--- config.mk ---
export PLATFORM = sky130hd
export DESIGN_NAME = jk_bank_arbiter
export DESIGN_NICKNAME = d
export VERILOG_FILES = /design/src/rtl/jk_arb_pkg.sv /design/src/rtl/jk_reg_bank.sv /design/src/rtl/jk_bank_arbiter.sv
export SDC_FILE = /design/constraint.sdc
export NUM_CORES = 1
export LEC_CHECK = 0
export ABC_AREA = 1
export ABC_CLOCK_PERIOD_IN_PS = 3510
export CAP_MARGIN = 20
export CORE_MARGIN = 3
export CORE_UTILIZATION = 43
export DETAILED_ROUTE_END_ITERATION = 16
export PLACE_DENSITY = 0.87
export SLEW_MARGIN = 30
export SYNTH_ARGS = -nofsm -noshare
export SYNTH_HDL_FRONTEND = slang
export SYNTH_SLANG_ARGS = --single-unit
--- constraint.sdc ---
create_clock -name clk -period 3.51 [get_ports clk]
set_input_delay 0.702 -clock clk [delete_from_list [all_inputs] [get_ports clk]]
set_output_delay 0.702 -clock clk [all_outputs]
set_load 0.02 [all_outputs]
--- src/rtl/jk_arb_pkg.sv ---
// Shared types for the JK bank arbiter: {J,K} command codes, arbiter states
// and the round-robin pick used to choose one requester per clock.
package jk_arb_pkg;

    localparam int MAX_REQ   = 16;
    localparam int MAX_IDX_W = 4;

    typedef enum logic [1:0] {
        JK_HOLD = 2'b00,
        JK_CLR  = 2'b01,
        JK_SET  = 2'b10,
        JK_TGL  = 2'b11
    } jk_cmd_t;

    typedef enum logic {
        ARB_RR     = 1'b0,
        ARB_LOCKED = 1'b1
    } arb_state_t;

    typedef struct packed {
        logic                 found;
        logic [MAX_IDX_W-1:0] idx;
    } rr_pick_t;

    // Search upward from ptr+1, wrapping at num_req. ptr < num_req and the
    // offset never exceeds num_req, so a single subtraction replaces a modulo.
    function automatic rr_pick_t rr_pick(
        input logic [MAX_REQ-1:0]   elig,
        input logic [MAX_IDX_W-1:0] ptr,
        input int                   num_req
    );
        rr_pick_t           res;
        logic [MAX_IDX_W:0] cand;
        res = '0;
        for (int s = 1; s <= MAX_REQ; s++) begin
            cand = {1'b0, ptr} + (MAX_IDX_W+1)'(s);
            if (cand >= (MAX_IDX_W+1)'(num_req)) begin
                cand = cand - (MAX_IDX_W+1)'(num_req);
            end
            if (!res.found && (s <= num_req) && elig[cand[MAX_IDX_W-1:0]]) begin
                res.found = 1'b1;
                res.idx   = cand[MAX_IDX_W-1:0];
            end
        end
        return res;
    endfunction

endpackage

--- src/rtl/jk_reg_bank.sv ---
// WIDTH JK flip-flops sharing one enable; q updates at the enabled edge.
// No backpressure: a command presented with en high is always applied.
module jk_reg_bank
    import jk_arb_pkg::*;
#(
    parameter int WIDTH = 8
) (
    input  logic             clk,
    input  logic             rst,
    input  logic             en,
    input  logic [WIDTH-1:0] j,
    input  logic [WIDTH-1:0] k,
    output logic [WIDTH-1:0] q
);

    logic [WIDTH-1:0] d;

    always_comb begin
        d = q;
        for (int b = 0; b < WIDTH; b++) begin
            case (jk_cmd_t'({j[b], k[b]}))
                JK_CLR:  d[b] = 1'b0;
                JK_SET:  d[b] = 1'b1;
                JK_TGL:  d[b] = ~q[b];
                default: d[b] = q[b];
            endcase
        end
    end

    always_ff @(posedge clk or posedge rst) begin
        if (rst) begin
            q <= '0;
        end else if (en) begin
            q <= d;
        end
    end

endmodule

--- src/rtl/jk_bank_arbiter.sv ---
// Round-robin shared JK flag bank: q_o updates at the grant edge, gnt_o pulses the cycle after.
// Losers hold req_i until granted; define JK_ARB_LOCK_EN to add lock_i for exclusive ownership.
module jk_bank_arbiter
    import jk_arb_pkg::*;
#(
    parameter  int NUM_REQ = 4,
    parameter  int WIDTH   = 8,
    localparam int IDX_W   = (NUM_REQ > 1) ? $clog2(NUM_REQ) : 1
) (
    input  logic                     clk,
    input  logic                     rst,
    input  logic [NUM_REQ-1:0]       req_i,
    input  logic [NUM_REQ*WIDTH-1:0] j_i,
    input  logic [NUM_REQ*WIDTH-1:0] k_i,
`ifdef JK_ARB_LOCK_EN
    input  logic [NUM_REQ-1:0]       lock_i,
`endif
    output logic [NUM_REQ-1:0]       gnt_o,
    output logic [IDX_W-1:0]         gnt_id_o,
    output logic [WIDTH-1:0]         q_o
);

    arb_state_t         state, state_nxt;
    logic [IDX_W-1:0]   ptr, ptr_nxt;
    logic [IDX_W-1:0]   owner, owner_nxt;
    logic [IDX_W-1:0]   gnt_id_nxt;
    logic [NUM_REQ-1:0] gnt_nxt;
    logic [NUM_REQ-1:0] elig;
    logic [MAX_REQ-1:0] elig_ext;
    rr_pick_t           pick;
    logic [IDX_W-1:0]   win;
    logic [WIDTH-1:0]   win_j, win_k;
    logic               lock_req;

    // Masking with gnt_o stops a requester that still holds req in its
    // grant cycle from being served twice for one command.
    always_comb begin
        elig = req_i & ~gnt_o;
        if (state == ARB_LOCKED) begin
            elig = elig & (NUM_REQ'(1) << owner);
        end
        elig_ext                = '0;
        elig_ext[NUM_REQ-1:0]   = elig;
        pick                    = rr_pick(elig_ext, MAX_IDX_W'(ptr), NUM_REQ);
        win                     = IDX_W'(pick.idx);
    end

    assign win_j = j_i[win*WIDTH +: WIDTH];
    assign win_k = k_i[win*WIDTH +: WIDTH];

`ifdef JK_ARB_LOCK_EN
    assign lock_req = lock_i[win];
`else
    assign lock_req = 1'b0;
`endif

    always_comb begin
        state_nxt  = state;
        owner_nxt  = owner;
        ptr_nxt    = ptr;
        gnt_id_nxt = gnt_id_o;
        gnt_nxt    = '0;
        if (pick.found) begin
            ptr_nxt    = win;
            gnt_id_nxt = win;
            gnt_nxt    = NUM_REQ'(1) << win;
            case (state)
                ARB_RR: begin
                    if (lock_req) begin
                        state_nxt = ARB_LOCKED;
                        owner_nxt = win;
                    end
                end
                ARB_LOCKED: begin
                    if (!lock_req) begin
                        state_nxt = ARB_RR;
                    end
                end
                default: state_nxt = ARB_RR;
            endcase
        end
    end

    always_ff @(posedge clk or posedge rst) begin
        if (rst) begin
            state    <= ARB_RR;
            ptr      <= IDX_W'(NUM_REQ - 1);
            owner    <= '0;
            gnt_o    <= '0;
            gnt_id_o <= '0;
        end else begin
            state    <= state_nxt;
            ptr      <= ptr_nxt;
            owner    <= owner_nxt;
            gnt_o    <= gnt_nxt;
            gnt_id_o <= gnt_id_nxt;
        end
    end

    jk_reg_bank #(
        .WIDTH (WIDTH)
    ) u_bank (
        .clk (clk),
        .rst (rst),
        .en  (pick.found),
        .j   (win_j),
        .k   (win_k),
        .q   (q_o)
    );

endmodule

==> results of run 1 <==
layer usage:
metal  wire length, um  part of all wire, %
met1              2110                   43
met2              2420                   49
met3               281                  5.7
met4                97                  2.0
met5                 0                    0
cells in the final DEF (no fill, tap or decap), types with 3 or more instances in the layout:
master,instances
inv_2,4
or2_0,4
nand2_1,64
clkdlybuf4s50_1,83
o21ai_1,7
nor2_4,3
clkbuf_8,3
ha_1,3
nand2_2,5
o21ai_0,7
nor2_1,27
o21bai_1,4
or2_2,8
inv_1,37
nand3_2,6
a21oi_1,4
nand3_1,25
buf_4,3
nand3b_1,13
dfrtp_1,14
per-stage QoR:
stage / util, % / hold slack [ns] / instance area [sq um]
final: 71.8 / 0.492 / 2490
after detailed placement: 70.5 / 0.476 / 2440
after global routing: 71.8 / 0.511 / 2490
after global placement: 70.5 / 0.466 / 2440
after CTS: 71.8 / 0.498 / 2490
after floorplan: - / 0.585 / 1600
layout make-up:
class | instances | area [sq um] | area share (%)
multi-input combinational | 186 | 971 | 39.0
clock buffer | 4 | 45.0 | 1.81
inverter | 42 | 160 | 6.43
tap | 46 | 57.6 | 2.31
timing repair buffer | 86 | 853 | 34.3
sequential | 16 | 403 | 16.2
registers in the layout (all words and copies together), names as in the netlist:
register	flops
gnt_id_o	2
gnt_o	4
ptr	2
u_bank.q	8
tightest hold or removal path: stages, from the launching register on:
cell and delay [ns]:
dfrtp_1 0.35, nand2_1 0.05, nand2_1 0.05
cells by family after synthesis:
| kind of cell | after synthesis | share of synthesized area [%] |
|---|---|---|
| AND/OR/NAND/NOR | 160 | 50.4 |
| buffers and inverters | 50 | 14.1 |
| AO/OA/AOI/OAI | 23 | 7.98 |
| flip-flops | 16 | 25.2 |
| adder cells (fa/ha/maj) | 3 | 2.35 |
worst min-delay path by stage:
| stage | from | cells past startpoint | to | slack, ns |
|---|---|---|---|---|
| 2_1_floorplan | ptr[1]$_DFFE_PP1P_ | 2 | ptr[1]$_DFFE_PP1P_ | 0.58 |
| 3_3_place_gp | gnt_id_o[1]$_DFFE_PP0P_ | 2 | gnt_id_o[1]$_DFFE_PP0P_ | 0.47 |
| 3_5_place_dp | gnt_id_o[1]$_DFFE_PP0P_ | 2 | gnt_id_o[1]$_DFFE_PP0P_ | 0.48 |
| 4_1_cts | gnt_id_o[1]$_DFFE_PP0P_ | 2 | gnt_id_o[1]$_DFFE_PP0P_ | 0.50 |
| 5_1_grt | gnt_id_o[1]$_DFFE_PP0P_ | 2 | gnt_id_o[1]$_DFFE_PP0P_ | 0.51 |
| 6_report | gnt_id_o[1]$_DFFE_PP0P_ | 2 | gnt_id_o[1]$_DFFE_PP0P_ | 0.49 |
==> metrics.md, run 1 <==
| Metric | Value |
|---|---|
| Crit-path max FO | 14 |
| Die Y | 67.0 um |
| Asr flop ratio synth | 100% |
| Critical path origin | ptr[0]$_DFFE_PP1P_ |
| PortBufs | 83 |
| Tmin final | 2.99 ns |
| Postcts setup bufs | 0 |
| Max Cap Viol | 0 |
| Max-slew violation count | 0 |
| Core area | 3470 sq um |
| # DRC | 0 |
| Number of CTS-inserted buffers | 3 |
| Synthesized netlist cell count | 252 |
| Vias in the first global route | 1735 |
| Layout cells sized above 1 | 11.4% |
| Status | completed |
| Startpoint types | flop |
| Synth Flop Type | dfrtp_1 |
| Syn avg cell area | 6.35 sq um |
| Max H-tree Level | 1 |
| Cell mode on critical path | nand2_1 |
| Clk slew on worst S/H paths | 0.07 ns |
| FF-to-FF setup slack | 0.52 ns |
| Synth unique cells | 28 |
| DP HPWL | 3790 um |
| Worst min-delay path class | reg2reg |
| Routed WL per cell | 12.9 um |
| Arrival time worst endpoint | 3.15 ns |
| M2 GR Usage | 37.3% |
| Final worst setup slack | 0.518 ns |
| Crit end category | flop |
| Worst Tran Pin Value | 0.628 ns |
| Top cell type's share of synthesized area | 21.9% |
| Reg2reg start | ptr[0]$_DFFE_PP1P_ |
| Endpoints failing hold | 0 |
| Slowest CP cell | dfstp_2 |
| Final period utilization | 85.2% |
| First drt pass iteration count | 4 |
| Area leader, netlist | dfrtp_1 |
| Antenna viol nets, final | 0 |
| Gr ovfl total | 0 |
| Die width | 67.0 um |
| Sink Count | 16 |
| Most common cell in the netlist | nand2_1 |
| Clock Latency Late Sink | 0.26 ns |
| Met3 Use GR | 3.88% |
| Ys Warns | 0 |
| Sequential fraction of the synthesis area | 25.2% |
| Critical path's largest stage delay | 0.62 ns |
| Bufs on Longest Clock Path | 2 |
| Clock tree root driver cell | clkbuf_8 |
| Initial DRC count | 120 |
| # IOs | 84 |
| Dpl cells | 376 |
| Die ar. | 4490 sq um |
| Worst slew margin | 58.1% |
| Number of synthesized flops with an enable pin | 0 |
| WP buf/inv | 2 |
| TritonCTS clock tree | yes |
| Layout area overhead | 55.7% |
| CP Cell Sequence | inv_2 -> ha_1 -> inv_1 -> nand3_1 -> nand3_2 -> o211ai_1 -> nand3_2 -> nor2_2 -> nand2_1 -> o21ai_0 -> nor2_1 -> nand2_1 -> nand2_1 |
| GR peak layer | met2 |
| Total GRT Usage | 22.9% |
| Antenna violations before repair | 0 |
| Yosys reg bits | 16 |
| Row cnt | 21 |
| Met1 usage in global routing | 30.4% |
| Vias post-DR | 1845 |
| First-pass GRT wire length | 7760 um |
| Main area contributors after synthesis | dfrtp_1 22%, nand2_1 15%, inv_1 8.7%, nand3_1 7.8%, nor2_1 6.3% |
| GPL Wtd Cong | 0.881 |
| Worst path depth | 13 |
| Setup_tns | 0 ns |
| Dpl ws | 0.335 ns |
| Mean number of vias per cell | 4.86 |
| Syn Std Cell Area | 1600 sq um |
| Synth top cells by count | 64 x nand2_1, 37 x inv_1, 27 x nor2_1 |
| FF-to-FF path depth | 13 |
| Initial core utilization | 46.1% |
| PostCTS Resize Cnt | 0 |
| Synth Net Count | 325 |
| RSZ-0062 raised after global routing | no |
| Crit path required time | 3.66 ns |
| F_max | 0.334 GHz |
| Antenna Cells | 0 |
| Post-Layout Cell Count | 380 |
| Setup violators final | 0 |
| FF-to-FF End | u_bank.q[6]$_DFFE_PP0P_ |
| Total Wirelength | 4920 um |
| Crit path to | u_bank.q[6]$_DFFE_PP0P_ |
| Cell family with most CP delay | simple AND/OR/NAND/NOR gates |
| Clock Skews | 0.0102 ns |
| Fill cell count | 271 |
| Largest net degree at the start of global routing | 17 |
| CP Class | reg2reg |
| CTS Hold Bufs | 0 |
| Final nets | 408 |
Power of run 1 is not shown: default switching activity piles up to over one toggle a cycle in this logic, so the estimate is an artifact.
==> run 2, diff against run 1 <==
SKIP_CTS_REPAIR_TIMING = 1   (was unset)
==> results of run 2 <==
No change in the layout: final DEF, timing and power equal those of run 1.
Power of run 2 is left out for the same reason.
==> run 3, diff against run 2 <==
SKIP_CTS_REPAIR_TIMING = unset   (was 1)
==> results of run 3 <==
No change in the layout: final DEF, timing and power equal those of run 1.
Power of run 3 is left out for the same reason.
